==> src/rtl/config_register_bank.sv <==
// Config register bank: terminal consumer of one config slot's write and read channels.
// Holds NUM_REGS software-writable registers, each with a valid flag, a one-cycle write
// strobe and a consume handshake. Reads are single-outstanding with a registered response.
//
// Ports:
//   clk, rst_n                  clock, asynchronous active-low reset
//   wr_valid/wr_addr/wr_data    write channel (no backpressure, out-of-range dropped)
//   rd_valid/rd_addr/rd_ready   read request channel
//   resp_valid/resp_data/
//   resp_error/resp_ready       read response channel
//   reg_data                    flattened register contents, reg i at [i*DATA_WIDTH +: DATA_WIDTH]
//   reg_valid                   per-register "written, not yet consumed"
//   reg_wr_pulse                one-cycle strobe in the cycle after a write lands
//   reg_consume                 per-register consume, clears reg_valid
module config_register_bank #(
    parameter int unsigned NUM_REGS   = 8,
    parameter int unsigned DATA_WIDTH = 64,
    parameter int unsigned ADDR_WIDTH = 8
) (
    input  logic                           clk,
    input  logic                           rst_n,
    input  logic                           wr_valid,
    input  logic [ADDR_WIDTH-1:0]          wr_addr,
    input  logic [DATA_WIDTH-1:0]          wr_data,
    input  logic                           rd_valid,
    input  logic [ADDR_WIDTH-1:0]          rd_addr,
    output logic                           rd_ready,
    output logic                           resp_valid,
    output logic [DATA_WIDTH-1:0]          resp_data,
    output logic                           resp_error,
    input  logic                           resp_ready,
    output logic [NUM_REGS*DATA_WIDTH-1:0] reg_data,
    output logic [NUM_REGS-1:0]            reg_valid,
    output logic [NUM_REGS-1:0]            reg_wr_pulse,
    input  logic [NUM_REGS-1:0]            reg_consume
);

    // Reset synchroniser: assertion is immediate, release is aligned to clk.
    logic [1:0] rst_sync_q;
    logic       rst_int_n;

    always_ff @(posedge clk or negedge rst_n) begin
        if (!rst_n) begin
            rst_sync_q <= 2'b00;
        end else begin
            rst_sync_q <= {rst_sync_q[0], 1'b1};
        end
    end

    assign rst_int_n = rst_sync_q[1];

    // ---------------------------------------------------------------------------------------
    // Write / consume path
    // ---------------------------------------------------------------------------------------
    logic [DATA_WIDTH-1:0] reg_data_q [NUM_REGS];
    logic [NUM_REGS-1:0]   reg_valid_q, reg_valid_d;
    logic [NUM_REGS-1:0]   reg_wr_pulse_q;
    logic [NUM_REGS-1:0]   wr_hit;

    // Out-of-range indices match no register, so such writes vanish without extra logic.
    always_comb begin
        wr_hit = '0;
        for (int unsigned i = 0; i < NUM_REGS; i++) begin
            wr_hit[i] = wr_valid && (32'(wr_addr) == i);
        end
    end

    // A write on the same edge as a consume wins.
    assign reg_valid_d = (reg_valid_q & ~reg_consume) | wr_hit;

    always_ff @(posedge clk or negedge rst_int_n) begin
        if (!rst_int_n) begin
            for (int unsigned i = 0; i < NUM_REGS; i++) begin
                reg_data_q[i] <= '0;
            end
            reg_valid_q    <= '0;
            reg_wr_pulse_q <= '0;
        end else begin
            for (int unsigned i = 0; i < NUM_REGS; i++) begin
                if (wr_hit[i]) begin
                    reg_data_q[i] <= wr_data;
                end
            end
            reg_valid_q    <= reg_valid_d;
            reg_wr_pulse_q <= wr_hit;
        end
    end

    for (genvar g = 0; g < NUM_REGS; g++) begin : gen_flat
        assign reg_data[g*DATA_WIDTH +: DATA_WIDTH] = reg_data_q[g];
    end

    assign reg_valid    = reg_valid_q;
    assign reg_wr_pulse = reg_wr_pulse_q;

    // ---------------------------------------------------------------------------------------
    // Read path
    // ---------------------------------------------------------------------------------------
    typedef enum logic {StIdle, StResp} rd_state_e;

    rd_state_e             state_q, state_d;
    logic [DATA_WIDTH-1:0] resp_data_q, resp_data_d;
    logic                  resp_error_q, resp_error_d;
    logic [DATA_WIDTH-1:0] rd_sel_data;
    logic                  rd_in_range;

    // Samples pre-edge register contents, so a same-cycle write is not visible.
    always_comb begin
        rd_sel_data = '0;
        rd_in_range = 1'b0;
        for (int unsigned i = 0; i < NUM_REGS; i++) begin
            if (32'(rd_addr) == i) begin
                rd_sel_data = reg_data_q[i];
                rd_in_range = 1'b1;
            end
        end
    end

    // Held low during the reset window so nothing is accepted before the bank is live.
    assign rd_ready = (state_q == StIdle) && rst_int_n;

    always_comb begin
        state_d      = state_q;
        resp_data_d  = resp_data_q;
        resp_error_d = resp_error_q;
        unique case (state_q)
            StIdle: begin
                if (rd_valid && rd_ready) begin
                    state_d      = StResp;
                    resp_data_d  = rd_sel_data;
                    resp_error_d = !rd_in_range;
                end
            end
            StResp: begin
                // No new accept here: retiring and accepting never share a cycle.
                if (resp_ready) begin
                    state_d = StIdle;
                end
            end
            default: state_d = StIdle;
        endcase
    end

    always_ff @(posedge clk or negedge rst_int_n) begin
        if (!rst_int_n) begin
            state_q      <= StIdle;
            resp_data_q  <= '0;
            resp_error_q <= 1'b0;
        end else begin
            state_q      <= state_d;
            resp_data_q  <= resp_data_d;
            resp_error_q <= resp_error_d;
        end
    end

    assign resp_valid = (state_q == StResp);
    assign resp_data  = resp_data_q;
    assign resp_error = resp_error_q;

endmodule

==> config.mk <==
export PLATFORM = sky130hd
export DESIGN_NAME = config_register_bank
export DESIGN_NICKNAME = d
export VERILOG_FILES = /design/src/rtl/config_register_bank.sv
export SDC_FILE = /design/constraint.sdc
export NUM_CORES = 1
export LEC_CHECK = 0
export CAP_MARGIN = 20
export CORE_AREA = 2 2 268 270
export CTS_CLUSTER_SIZE = 12
export DETAILED_ROUTE_END_ITERATION = 7
export DIE_AREA = 0 0 270 272
export PLACE_DENSITY = 0.67
export SLEW_MARGIN = 20
export SYNTH_ARGS = -nofsm -noshare
export SYNTH_HDL_FRONTEND = slang
export SYNTH_SLANG_ARGS = --single-unit
==> constraint.sdc <==
create_clock -name clk -period 17 [get_ports clk]
set_input_delay 4.25 -clock clk [delete_from_list [all_inputs] [get_ports clk]]
set_output_delay 4.25 -clock clk [all_outputs]
set_load 0.005 [all_outputs]
==> results of run 1 <==
-- worst max-delay path by stage --
stage / start / to / slack (ps) / cells after the start
CTS: wr_addr[3] / reg_data[258]$_DFFE_PN0P_ / 9850 / 8
finish: wr_addr[3] / reg_data[258]$_DFFE_PN0P_ / 9780 / 8
floorplan: rst_sync_q[1]$_DFF_PN0_ / rd_ready / 4920 / 1
global route: wr_addr[3] / reg_data[258]$_DFFE_PN0P_ / 9620 / 8
global placement: wr_addr[3] / reg_data[257]$_DFFE_PN0P_ / 9250 / 8
detailed placement: wr_addr[3] / reg_data[258]$_DFFE_PN0P_ / 9210 / 8
-- layer usage --
metal	share of wire (%)	track usage, %	up-vias
met3	7.2	5.85	202
li1	-	-	8544
met1	40	32.5	10700
met5	0	0	-
met2	49	44.5	905
met4	3.9	10.7	0
-- state kept, by name, summed over array words and instances (netlist names) --
signal and flops:
reg_data 512, reg_valid 8, reg_wr_pulse 8, resp_data 64, resp_error 1, resp_valid 1, rst_sync_q 2
-- cell usage in the layout (no fill, tap or decap), types with 6 or more instances in the layout --
cell type        instances
mux2_1                   6
a211oi_1                37
mux2_4                  38
clkdlybuf4s50_1        684
buf_4                   37
a32oi_1                 12
o21ai_0                 28
a21oi_1                 72
mux2_2                 503
mux2i_1                113
nor3b_1                 15
clkbuf_1                16
inv_1                   13
o211ai_1                52
clkbuf_16               70
o221ai_1                75
nand2_1                128
nor2b_1                 18
clkinv_2                 8
a22oi_1                 26
clkbuf_8                16
nor2_1                  36
dfrtp_1                595
-- stage by stage --
stage | area (um2) | util (%) | hold slack [ps]
after floorplan | 26400 | - | 331
after global placement | 34100 | 48.2 | 340
after detailed placement | 34100 | 48.2 | 350
after CTS | 36300 | 51.4 | 362
after global routing | 36400 | 51.4 | 372
final | 36400 | 51.4 | 359
-- final cells by class --
cell class                      count  area share [%]
Multi-Input combinational cell   1205            29.7
Clock buffer                      102            5.59
Clock inverter                     16           0.485
Antenna cell                        2          0.0138
Tap cell                          950            3.27
Timing Repair Buffer              726            19.8
Inverter                           14           0.151
Sequential cell                   596            41.0
-- power by group through the flow --
stage	sequential [W]	clock (W)	combinational [W]
final	0.00154	0.00145	0.000378
after global routing	0.00154	0.00154	0.000401
after CTS	0.00154	0.00149	0.000379
after detailed placement	0.00156	0	0.000377
after global placement	0.00156	0	0.000372
after floorplan	0.00157	0	0.000127
-- critical path: cells and delay by family --
kind,cells,cell delay (ps)
buffers and inverters,3,1500
AND/OR/NAND/NOR,4,1450
multiplexers,1,410
-- cells by family after synthesis --
group	Yosys count
AOI/OAI and AO/OA	314
buffers and inverters	166
DFF	596
muxes	660
other	1
and+or+nand+nor	230
==> impl_metrics.csv, run 1 <==
group,metric,value,unit
route,via_per_inst,5.62,
synth,yosys.area_share.adder,0,%
setup_path,cp_slowest_cell,"nor3b_4",
clock_tree,cts_tree,"done",
synth,ys.flop_type,"dfrtp_1",
die,rows,98,
timing,max_slew.worst_pin.slew,1230,ps
cells_and_area,nets,2703,
placed_design,dp_cells,3490,
placed_design,dpl_worst_slack,9210,ps
setup_path,worstPathArrival,7690,ps
timing,setup_ws,9780,ps
route,antenna_left,0,
synth,synth_cells,1967,
clock_tree,cts_resized,0,
synth,synth_edf_count,0,
cells_and_area,multi_input_area,10800,um2
die,initial_core_util,37.3,%
synth,synth_xor_xnor_area_share,0,%
pwr,swShare,24.7,%
clock_tree,cts.sinks,596,
timing,fmax,138,MHz
synth,synth_seq_area_share,56.5,%
placed_design,gp_congestion,0.870,
route,vias,20300,
setup_path,r2r-end,"resp_data[62]$_DFFE_PN0P_",
synth,synth_cell_types,44,
synth,syn_area_per_cell,13.4,um2
route,wire_per_inst,27.4,um
setup_path,r2r_start,"rst_sync_q[1]$_DFF_PN0_",
pwr,internal_power,0.00254,W
pwr,leakagePower,16.9,nW
route,drt_pass1_iterations,7,
route,wirelength,99000,um
synth,ys_top_cells_by_count,"596 x dfrtp_1, 503 x mux2_2, 130 x nand2_1, 113 x mux2i_1, 79 x clkbuf_1",
die,floorplan.die_area,73400,um2
timing,period_needed,7220,ps
grt,grt-ovfl-total,0,
setup_path,crit_path_max_incr_delay,700,ps
clock_tree,clock-root-buffer,"clkbuf_16",
grt,grt_max_degree,80,
setup_path,r2r.worst_path.cells,6,
synth,synth_compound_area_share,8.42,%
min_path,whs_endpoint,"rst_sync_q[1]$_DFF_PN0_",
die,die_h,272,um
setup_path,cp-start-kind,"input pin",
die,core,70800,um2
setup_path,required,17470,ps
pwr,p_switching,0.000833,W
route,drcViolationCount,0,
pwr,ir_drop,86.8,uV
clock_tree,cts_max_level,3,
min_path,hold_path_class,"reg -> reg",
route,drt_iter0_markers,1306,
die,ios,688,
grt,antenna_found_initial,2,
clock_tree,postCtsHoldBufs,0,
timing,fin_crit_sh,42.5,%
status,status,"finished, final reports clean",
grt,grt_first_pass_wirelength,145000,um
synth,synth_top_family_by_area,"multiplexers",
timing,setup_viol,0,
job,cap_violations,0,
setup_path,worstPathMaxFanout,31,
clock_tree,clock_latency,600,ps
cells_and_area,finalNonFillerCells,3611,
timing,hold_viol_final,0,
synth,synth_area,26400,um2
placed_design,dpl.hpwl,64000,um
placed_design,port_buffers,687,
clock_tree,clkTransAtPathRegs,60,ps
synth,synthMuxAreaShare,28.2,%
pwr,power_frac_comb,11.2,%
timing,maxSlewViolCount,0,
clock_tree,clockBufferDepth,3,
synth,synthSimpleGateAreaFrac,4.04,%
cells_and_area,drive_gt1_share,26.3,%
pwr,powerDensity,92.6,nW/um2
setup_path,cp-end-kind,"flip-flop",
synth,ys_top_cells_by_area,"dfrtp_1 57%, mux2_2 21%, mux2i_1 4.3%",
timing,fin_skew,22.2,ps
timing,rsz0062_at_grt,"false",
clock_tree,cts_buffers,67,
setup_path,r2r_slack,13860,ps
synth,yosysWarnings,0,
clock_tree,cts_setup_buffers,0,
grt,grt.total_usage,26.2,%
min_path,hold_path_depth,0,
pwr,power,0.00337,W
cells_and_area,register_area,14900,um2
setup_path,worstSetupPathType,"in -> reg",
setup_path,cpMostUsedCell,"buf_4",
synth,async_reset_ff_share,100,%
pwr,seq_power_share,45.6,%
pwr,power.share.clock,43.2,%
timing,slew_headroom,18.0,%
grt,grt_pass1_vias,21100,
timing,tns,0,ps
setup_path,crit_chain,"clkdlybuf4s50_1 -> nor4_2 -> and3b_1 -> nand2b_1 -> nor3b_4 -> buf_4 -> buf_4 -> mux2_2",
synth,synth_top_area_share,56.5,%
synth,yosysTopAreaCell,"dfrtp_1",
cells_and_area,nFillCells,6054,
synth,syn_nets,2060,
cells_and_area,syn_to_final_growth,37.9,%
min_path,hp-start,"rst_sync_q[0]$_DFF_PN0_",
synth,yosysMostFrequentCell,"dfrtp_1",
synth,synth-seq-cells,596,
die,fp.dieW,270,um
No activity file was read; power rests on OpenSTA's default activity.
==> run 2, diff against run 1 <==
==> constraint.sdc (replaced) <==
create_clock -name clk -period 6 [get_ports clk]
set_input_delay 1.5 -clock clk [delete_from_list [all_inputs] [get_ports clk]]
set_output_delay 1.5 -clock clk [all_outputs]
set_load 0.005 [all_outputs]
==> run 2 against run 1 <==
- count of clock-buffer cells in the layout fell by 3
- sequential share of layout area rose by 0.081 points
- non-clock buffer count fell by 4
- clock power rose to 2.8 times the previous value
- die area unchanged
- cell count fell by 0.25%
- sequential power rose to 2.8 times the previous value
- worst hold slack worse by 6.4 ps
- sequential cell count unchanged
- critical path depth is 6 lower
- via count decreased by 0.70%
- critical path type is now reg -> out
- largest cell class unchanged
- highest routed layer unchanged
==> impl_metrics.csv, run 2 (synthesized netlist as in run 1, its figures left out) <==
group,metric,value,unit
setup_path,worstPathMaxFanout,46,
die,die_h,272,um
grt,grt-ovfl-total,0,
timing,max_slew.worst_pin.slew,1080,ps
clock_tree,cts_max_level,3,
clock_tree,postCtsHoldBufs,0,
timing,slew_headroom,27.9,%
cells_and_area,largest_register_ffs,512,
pwr,powerDensity,260,nW/um2
timing,fin_skew,22.0,ps
clock_tree,cts_buffers,67,
setup_path,cp_slowest_cell,"dfrtp_4",
route,wirelength,98400,um
die,floorplan.die_area,73400,um2
pwr,p_switching,0.00235,W
die,rows,98,
setup_path,cp-start-kind,"flip-flop",
placed_design,port_buffers,687,
clock_tree,clock-root-buffer,"clkbuf_16",
status,status,"finished, final reports clean",
setup_path,worstPathArrival,2770,ps
clock_tree,clkTransAtPathRegs,60,ps
route,via_per_inst,5.60,
grt,antenna_found_initial,1,
clock_tree,cts_tree,"done",
placed_design,dpl.hpwl,64000,um
route,drcViolationCount,0,
timing,rsz0062_at_grt,"false",
grt,grt_pass1_vias,20900,
cells_and_area,syn_to_final_growth,37.6,%
die,fp.dieW,270,um
pwr,internal_power,0.00711,W
timing,fin_crit_sh,71.2,%
min_path,hold_path_class,"reg -> reg",
route,drt_iter0_markers,1383,
cells_and_area,final_common_cell,"clkdlybuf4s50_1",
timing,period_needed,4270,ps
clock_tree,clockBufferDepth,3,
cells_and_area,utilization,51.3,%
cells_and_area,finalNonFillerCells,3602,
grt,grt_first_pass_wirelength,144000,um
timing,maxSlewViolCount,0,
die,initial_core_util,37.3,%
setup_path,worstSetupPathType,"reg -> out",
clock_tree,cts_setup_buffers,0,
timing,setup_viol,0,
pwr,seq_power_share,46.1,%
placed_design,dp_cells,3487,
pwr,swShare,24.9,%
grt,grt.total_usage,26.1,%
die,core,70800,um2
setup_path,crit_chain,"nor2b_1 -> clkdlybuf4s50_1",
pwr,leakagePower,16.8,nW
timing,hold_viol_final,0,
clock_tree,clock_latency,600,ps
cells_and_area,final_cell_mix,"684 x clkdlybuf4s50_1, 595 x dfrtp_1, 503 x mux2_2",
route,drt_pass1_iterations,5,
pwr,power.share.clock,42.6,%
setup_path,required,4500,ps
cells_and_area,diodes,0,
clock_tree,cts_resized,0,
pwr,ir_drop,271,uV
die,ios,688,
route,wire_per_inst,27.3,um
setup_path,cp-end-kind,"output pin",
clock_tree,cts.sinks,596,
route,vias,20200,
setup_path,crit_path_max_incr_delay,900,ps
job,cap_violations,0,
route,antenna_left,0,
cells_and_area,nets,2699,
pwr,power_frac_comb,11.3,%
cells_and_area,drive_gt1_share,26.2,%
timing,fmax,234,MHz
grt,grt_max_degree,160,
placed_design,gp_congestion,0.867,
## run 2: cell types whose count changed in the layout (fill, tap and decap cells not counted), sizes merged
cell      change
buf           -4
clkbuf        -3
clkinv        +2
diode         -2
clkinvlp      -1
inv           -1
## run 2: per-stage QoR
stage,power (W),TNS (ps),hold WS (ps),area [um2],setup WS [ps]
finish,0.00946,0,352,36300,1730
global route,0.00980,0,352,36300,1640
CTS,0.00955,0,343,36300,1660
detailed placement,0.00550,0,337,34200,1590
global placement,0.00547,0,333,34200,1650
floorplan,0.00481,-424,331,26400,-424
## run 2: metal layers
layer	global-route usage, %	part of all wire, %	up-vias
met3	6.71	7.8	215
li1	-	-	8523
met2	44.2	49	891
met5	0	0	-
met1	31.5	39	10500
met4	11.1	4.1	0
## run 2: path summary, 6_finish.rpt
kind                                         start                        end  slack, ps  cells after the start
min in group asynchronous  rst_sync_q[1]$_DFF_PN0_  reg_data[453]$_DFFE_PN0P_        400                      0
min                        rst_sync_q[0]$_DFF_PN0_    rst_sync_q[1]$_DFF_PN0_        350                      0
max reg2reg                rst_sync_q[1]$_DFF_PN0_  reg_data[357]$_DFFE_PN0P_       2450                      3
min reg2reg                rst_sync_q[0]$_DFF_PN0_    rst_sync_q[1]$_DFF_PN0_        350                      0
max in group asynchronous  rst_sync_q[1]$_DFF_PN0_  reg_data[357]$_DFFE_PN0P_       2450                      3
max                        rst_sync_q[1]$_DFF_PN0_                   rd_ready       1730                      2
## run 2: cell type report
| class | count | area [um2] |
|---|---|---|
| fill | 6065 | 34400 |
| clock inverter | 16 | 183 |
| multi-input combinational | 1205 | 10800 |
| clock buffer | 99 | 1960 |
| tap | 950 | 1190 |
| sequential | 596 | 14900 |
| inverter | 14 | 52.6 |
| timing repair buffer | 722 | 7210 |
## run 2: critical path, delay by kind of cell (launching register included)
kind          cells  cell delay (ps)
buf+inv           1              630
simple gates      1              630
flops             1              900
## run 2: power by group through the flow
stage	logic (W)	clock network [W]	registers, W
finish	0.00107	0.00403	0.00436
global route	0.00113	0.00428	0.00438
CTS	0.00107	0.00411	0.00436
detailed placement	0.00107	0	0.00443
global placement	0.00105	0	0.00442
floorplan	0.000359	0	0.00445
